==> src/rtl/fetch_pkg.sv <==
// Shared fetch-stage types: word-address PC, instruction word and fetch-queue entry.
package fetch_pkg;

   localparam int unsigned FETCH_ADDR_W = 12;
   localparam int unsigned INSTR_W      = 32;

   typedef logic [FETCH_ADDR_W-1:0] Fetch_addr;
   typedef logic [INSTR_W-1:0]      Instr_word;

   typedef struct packed {
      Fetch_addr pc;
      Instr_word instr;
      logic      pred_taken;
      Fetch_addr pred_target;
   } Fetch_entry;

endpackage

==> src/rtl/fetch_queue.sv <==
// Synchronous FIFO between F2 and decode; pointers carry an extra wrap bit for full/empty.
module fetch_queue
   import fetch_pkg::*;
#(
   parameter int unsigned depth = 4,
   localparam int unsigned ptr_w = $clog2(depth)
) (
   input  logic         clk,
   input  logic         resetb,
   input  logic         enq,
   input  Fetch_entry   enq_data,
   input  logic         deq,
   input  logic         flush,
   output logic [ptr_w:0] count,
   output Fetch_entry   head
);

   localparam logic [ptr_w:0] ptr_one  = 1;
   localparam logic [ptr_w:0] full_cnt = depth[ptr_w:0];

   logic [ptr_w:0] wr_q, rd_q;
   Fetch_entry     mem_q [depth];

   always_ff @(posedge clk or negedge resetb) begin
      if (!resetb) begin
         wr_q <= '0;
         rd_q <= '0;
      end else if (flush) begin
         wr_q <= '0;
         rd_q <= '0;
      end else begin
         if (enq) wr_q <= wr_q + ptr_one;
         if (deq) rd_q <= rd_q + ptr_one;
      end
   end

   always_ff @(posedge clk) begin
      if (enq && !flush) mem_q[wr_q[ptr_w-1:0]] <= enq_data;
   end

   assign count = wr_q - rd_q;
   assign head  = mem_q[rd_q[ptr_w-1:0]];

   // Upstream credit check must make this impossible.
   assert property (@(posedge clk) disable iff (!resetb) !(enq && !flush && count == full_cnt));

endmodule

==> src/rtl/fetch_pc_gen.sv <==
// Fetch next-PC generator: F1 lookup/issue, F2 capture with taken-branch kill, queue to decode.
module fetch_pc_gen
   import fetch_pkg::*;
#(
   parameter int unsigned addr_width = FETCH_ADDR_W,
   parameter int unsigned instr_width = INSTR_W,
   parameter int unsigned fq_depth = 4,
   parameter logic [addr_width-1:0] boot_addr = '0
) (
   input  logic                   clk,
   input  logic                   resetb,
   output logic [addr_width-1:0]  bc_addr,
   input  logic                   bc_predict_taken,
   input  logic [addr_width-1:0]  bc_predict_target,
   output logic                   imem_req,
   output logic [addr_width-1:0]  imem_addr,
   input  logic [instr_width-1:0] imem_data,
   input  logic                   redirect,
   input  logic [addr_width-1:0]  redirect_pc,
   output logic                   out_valid,
   input  logic                   out_ready,
   output logic [addr_width-1:0]  out_pc,
   output logic [instr_width-1:0] out_instr,
   output logic                   out_pred_taken,
   output logic [addr_width-1:0]  out_pred_target
);

   localparam int unsigned cnt_w = $clog2(fq_depth) + 1;
   localparam logic [cnt_w:0] depth_lim = fq_depth[cnt_w:0];
   localparam logic [addr_width-1:0] pc_one = 1;

   logic [addr_width-1:0] pc_q, f2_pc_q;
   logic                  f1_valid_q, f2_valid_q;
   logic [cnt_w-1:0]      fq_count;
   logic [cnt_w:0]        credit_used;
   logic                  issue, kill, enq, deq;
   Fetch_entry            enq_entry, head;

   // In-flight F2 reserves a slot; a same-cycle dequeue does not.
   assign credit_used = {1'b0, fq_count} + {{cnt_w{1'b0}}, f2_valid_q};
   assign issue = f1_valid_q && !redirect && (credit_used < depth_lim);
   assign kill  = f2_valid_q && bc_predict_taken;
   assign enq   = f2_valid_q && !redirect;
   assign deq   = out_valid && out_ready;

   assign enq_entry = '{pc: f2_pc_q, instr: imem_data, pred_taken: bc_predict_taken,
                        pred_target: bc_predict_target};

   always_ff @(posedge clk or negedge resetb) begin
      if (!resetb) begin
         pc_q       <= boot_addr;
         f2_pc_q    <= '0;
         f1_valid_q <= 1'b0;
         f2_valid_q <= 1'b0;
      end else begin
         f1_valid_q <= 1'b1;
         f2_valid_q <= issue && !kill;
         f2_pc_q    <= pc_q;
         if (redirect)   pc_q <= redirect_pc;
         else if (kill)  pc_q <= bc_predict_target;
         else if (issue) pc_q <= pc_q + pc_one;
      end
   end

   fetch_queue #(
      .depth (fq_depth)
   ) u_queue (
      .clk      (clk),
      .resetb   (resetb),
      .enq      (enq),
      .enq_data (enq_entry),
      .deq      (deq),
      .flush    (redirect),
      .count    (fq_count),
      .head     (head)
   );

   assign bc_addr   = pc_q;
   assign imem_addr = pc_q;
   assign imem_req  = issue;

   assign out_valid       = (fq_count != '0);
   assign out_pc          = out_valid ? head.pc : '0;
   assign out_instr       = out_valid ? head.instr : '0;
   assign out_pred_taken  = out_valid && head.pred_taken;
   assign out_pred_target = out_valid ? head.pred_target : '0;

   assert property (@(posedge clk) disable iff (!resetb)
      out_valid && !out_ready && !redirect |=> out_pc == $past(out_pc));

endmodule

==> config.mk <==
export PLATFORM = sky130hd
export DESIGN_NAME = fetch_pc_gen
export DESIGN_NICKNAME = d
export VERILOG_FILES = /design/src/rtl/fetch_pkg.sv /design/src/rtl/fetch_queue.sv /design/src/rtl/fetch_pc_gen.sv
export SDC_FILE = /design/constraint.sdc
export NUM_CORES = 1
export LEC_CHECK = 0
export CAP_MARGIN = 20
export CORE_MARGIN = 2
export CORE_UTILIZATION = 49
export CTS_BUF_LIST = sky130_fd_sc_hd__clkbuf_2
export DETAILED_ROUTE_END_ITERATION = 6
export MAX_ROUTING_LAYER = met4
export PLACE_DENSITY = 0.69
export SETUP_SLACK_MARGIN = 0.2
export SYNTH_ARGS = -nofsm -noshare
export SYNTH_HDL_FRONTEND = slang
export SYNTH_HIERARCHICAL = 1
export SYNTH_SLANG_ARGS = --single-unit
==> constraint.sdc <==
create_clock -name clk -period 3.2 [get_ports clk]
set_clock_uncertainty 0.1 [all_clocks]
set_input_delay 0.64 -clock clk [delete_from_list [all_inputs] [get_ports clk]]
set_output_delay 0.64 -clock clk [all_outputs]
set_load 0.01 [all_outputs]
==> run_results.csv, run 1 <==
group,metric,value,unit
outcome,status,"finished, violations left",
outcome,violations,"negative setup slack",
routing,first_iter_violations,289,
synthesis,ys_seq_area_frac,0.733,
critical_path,crit_path_end_kind,"primary output",
synthesis,synth_xor_area_frac,0.00756,
synthesis,synth_ff_type,"edfxtp_1",
routing,drt-total-wl,21900,microns
hold_path,min_path_cells,3,
synthesis,syn-num-nets,612,
synthesis,synth_simple_gate_area_share,0.0666,
critical_path,criticalPathCategory,"reg2out",
critical_path,r2r.worst_path.cells,8,
sta,fin_crit,3720,ps
pwr,p_seq_frac,0.396,
grt,antenna_found_initial,1,
grt,overflow,0,
pwr,p_sw_frac,0.320,
grt,grt_max_degree,60,
die,rows,53,
hold_path,min-delay-path-class,"in2reg",
pwr,p_int,6.90,mW
clock_network,path_clk_slew,110,ps
synthesis,synthAdderAreaFrac,0.0103,
sta,rsz0062_at_grt,"yes",
routing,avgViaCountPerCell,5.35,
synthesis,synth_top_family_by_area,"multiplexers",
pwr,leakagePower,4.59,nW
sta,final_max_slew_viol_count,0,
clock_network,cts_made_buffers,59,
die,die-height,150,microns
synthesis,syn_area,10400,sq um
die,io-pin-count,144,
pwr,p_clk_frac,0.207,
routing,postRouteAntennaNets,0,
pwr,peakVddDrop,0.502,mV
pwr,p_switching,3.25,mW
die,coreArea,21000,sq um
pwr,p_per_area,783,nW/um^2
die,die_area,22500,sq um
placed_design,pre_cts_ws,-67.6,ps
placed_design,place_inst,946,
synthesis,synthTopCellsByArea,"edfxtp_1 66%, mux4_2 12%, dfrtp_1 7.7%",
pwr,combinationalPowerShare,0.397,
routing,drt-wirelength-per-cell,20.5,microns
clock_network,insertion_delay,810,ps
synthesis,synth_area_leader_cell,"edfxtp_1",
finish,layout.cells.non_filler,1071,
critical_path,crit_required,2460,ps
synthesis,ys_ff_latch,260,
critical_path,start_kind,"flop",
clock_network,cts_tree,"done",
placed_design,gp_congestion,0.821,
grt,grt_pass1_vias,5943,
hold_path,min-delay-start,"redirect_pc[2]",
sta,slew_headroom,0.395,
die,die_width,150,microns
synthesis,synthCells,543,
critical_path,worstReg2RegEnd,"bc_addr[1]",
clock_network,clockBufferDepth,3,
placed_design,dpl.hpwl,13000,microns
routing,post-route-drc-count,0,
die,initial_utilization,0.498,
clock_network,htreeDepth,2,
finish,postLayoutCoreUtil,0.619,
finish,area_growth,24.3,%
hold_path,min_to,"bc_addr[2]",
synthesis,avgSynthCellArea,19.2,sq um
synthesis,async_flop_share,0.123,
routing,vias,5728,
finish,final_common_cell,"edfxtp_1",
synthesis,yosys.area.top_type_share,0.657,
clock_network,cts.sinks,260,
grt,grt_usage,0.199,
synthesis,synth.distinct_cells,51,
synthesis,synth-warning-count,6,
finish,drive_gt1_frac,0.332,
job,cap_violations,0,
sta,period_share,1.16,
pwr,p_total,10.1,mW
placed_design,io_buffers,143,
critical_path,crit_fanout,6,
critical_path,arrival,2980,ps
synthesis,synth.mux.area_fraction,0.128,
finish,nets,816,
sta,worstMarginPinSlew,907,ps
sta,clock.fmax,269,MHz
synthesis,synth_edf_count,228,
finish,final_cell_mix,"228 x edfxtp_1, 119 x clkbuf_2, 83 x clkdlybuf4s50_1, 57 x mux4_2, 51 x nor2b_1",
sta,setup_slack,-518,ps
routing,detail_route.first_pass.iterations,5,
sta,setup_violations,59,
critical_path,r2r_setup_slack,420,ps
synthesis,synth-compound-area-share,0.0242,
clock_network,cts-root-buf,"clkbuf_2",
critical_path,worst_r2r_startpoint,"u_queue/rd_q[0]",
grt,grt_pass1_wl,32700,microns
sta,hold_viol_final,0,
==> layer usage <==
metal  global-route usage  vias up  routed length, microns
met2                0.315      186                   11000
met5                    -        -                       0
met1                0.267     2945                    9420
met4               0.0590        0                     282
li1                     -     2574                       -
met3               0.0399       23                    1200
==> per-stage QoR <==
step                      instance area (sq um)  hold slack (ps)  TNS (ps)
after floorplan                           10400              244         0
after global placement                    12300              359     -73.9
after detailed placement                  12300              379      -859
after CTS                                 12900              237    -37280
after global routing                      13000              247    -36100
final                                     13000              336    -24870
==> timing repair <==
item	4_1_cts	5_1_grt
endpoints found under the hold margin	32	0
pin swaps	2	1
setup endpoints to repair	59	60
resized for setup	73	122
hold buffers	1	0
cloned	2	3
buffers inserted	1	8
==> logic make-up after synthesis <==
group	after synthesis
simple gates	121
xor+xnor	9
flops	260
other cells	1
compound gates	34
mux	62
buf+inv	48
fa+ha+maj	8
==> synth_stat cells (7+ instances only) <==
cell        n
xnor2_1     8
nor2b_1    61
dfrtp_1    32
nand2_1    14
inv_1       9
nor2_1     12
ha_1        7
clkbuf_1   10
edfxtp_1  228
mux4_2     57
buf_4      15
==> sequential cells by signal (all words and copies together), names as in the netlist <==
register and count:
u_queue/mem_q 228, u_queue/rd_q 3, bc_addr 12, f2_pc_q 12, f2_valid_q 1, f1_valid_q 1, u_queue/wr_q 3
==> worst max-delay path: stages, from the launching register on <==
cell and delay, ps:
dfrtp_4 500, ha_4 160, fa_2 350, xnor2_2 160, xnor2_2 160, nor3_2 130, buf_6 220, buf_6 170
nor2b_1 50, dlygate4sd2_1 280
==> power by group through the flow <==
| stage | combinational [mW] | clock [mW] | sequential (mW) |
|---|---|---|---|
| CTS | 3.45 | 2.18 | 4.02 |
| detailed placement | 3.59 | 0 | 4.09 |
| global route | 4.31 | 2.35 | 4.04 |
| finish | 4.03 | 2.10 | 4.02 |
| floorplan | 1.86 | 0 | 4.05 |
| global placement | 3.55 | 0 | 4.07 |
==> worst max-delay path by stage <==
| stage | start | to | slack (ps) | cells after the start |
|---|---|---|---|---|
| 2_1_floorplan | u_queue/wr_q[0] | out_instr[23] | 200 | 9 |
| 3_3_place_gp | u_queue/rd_q[0] | imem_req | -70 | 8 |
| 3_5_place_dp | u_queue/rd_q[0] | imem_req | -70 | 8 |
| 4_1_cts | u_queue/rd_q[0] | out_instr[4] | -680 | 9 |
| 5_1_grt | u_queue/rd_q[0] | out_instr[26] | -730 | 5 |
| 6_report | u_queue/rd_q[0] | out_pc[8] | -520 | 9 |
==> cell type report <==
cell class / instances / area, sq um
timing repair buffer: 181 / 1780
antenna: 1 / 2.50
inverter: 10 / 38.8
fill: 1594 / 7990
sequential: 260 / 7650
tap: 275 / 344
multi-input combinational: 235 / 2570
clock inverter: 22 / 143
clock buffer: 87 / 435
Power figures use the tool's default switching activity.
==> run 2, diff against run 1 <==
- CTS_CLUSTER_DIAMETER: not set -> 200
==> results of run 2 <==
Final layout, timing and power as in run 1 (identical DEF).
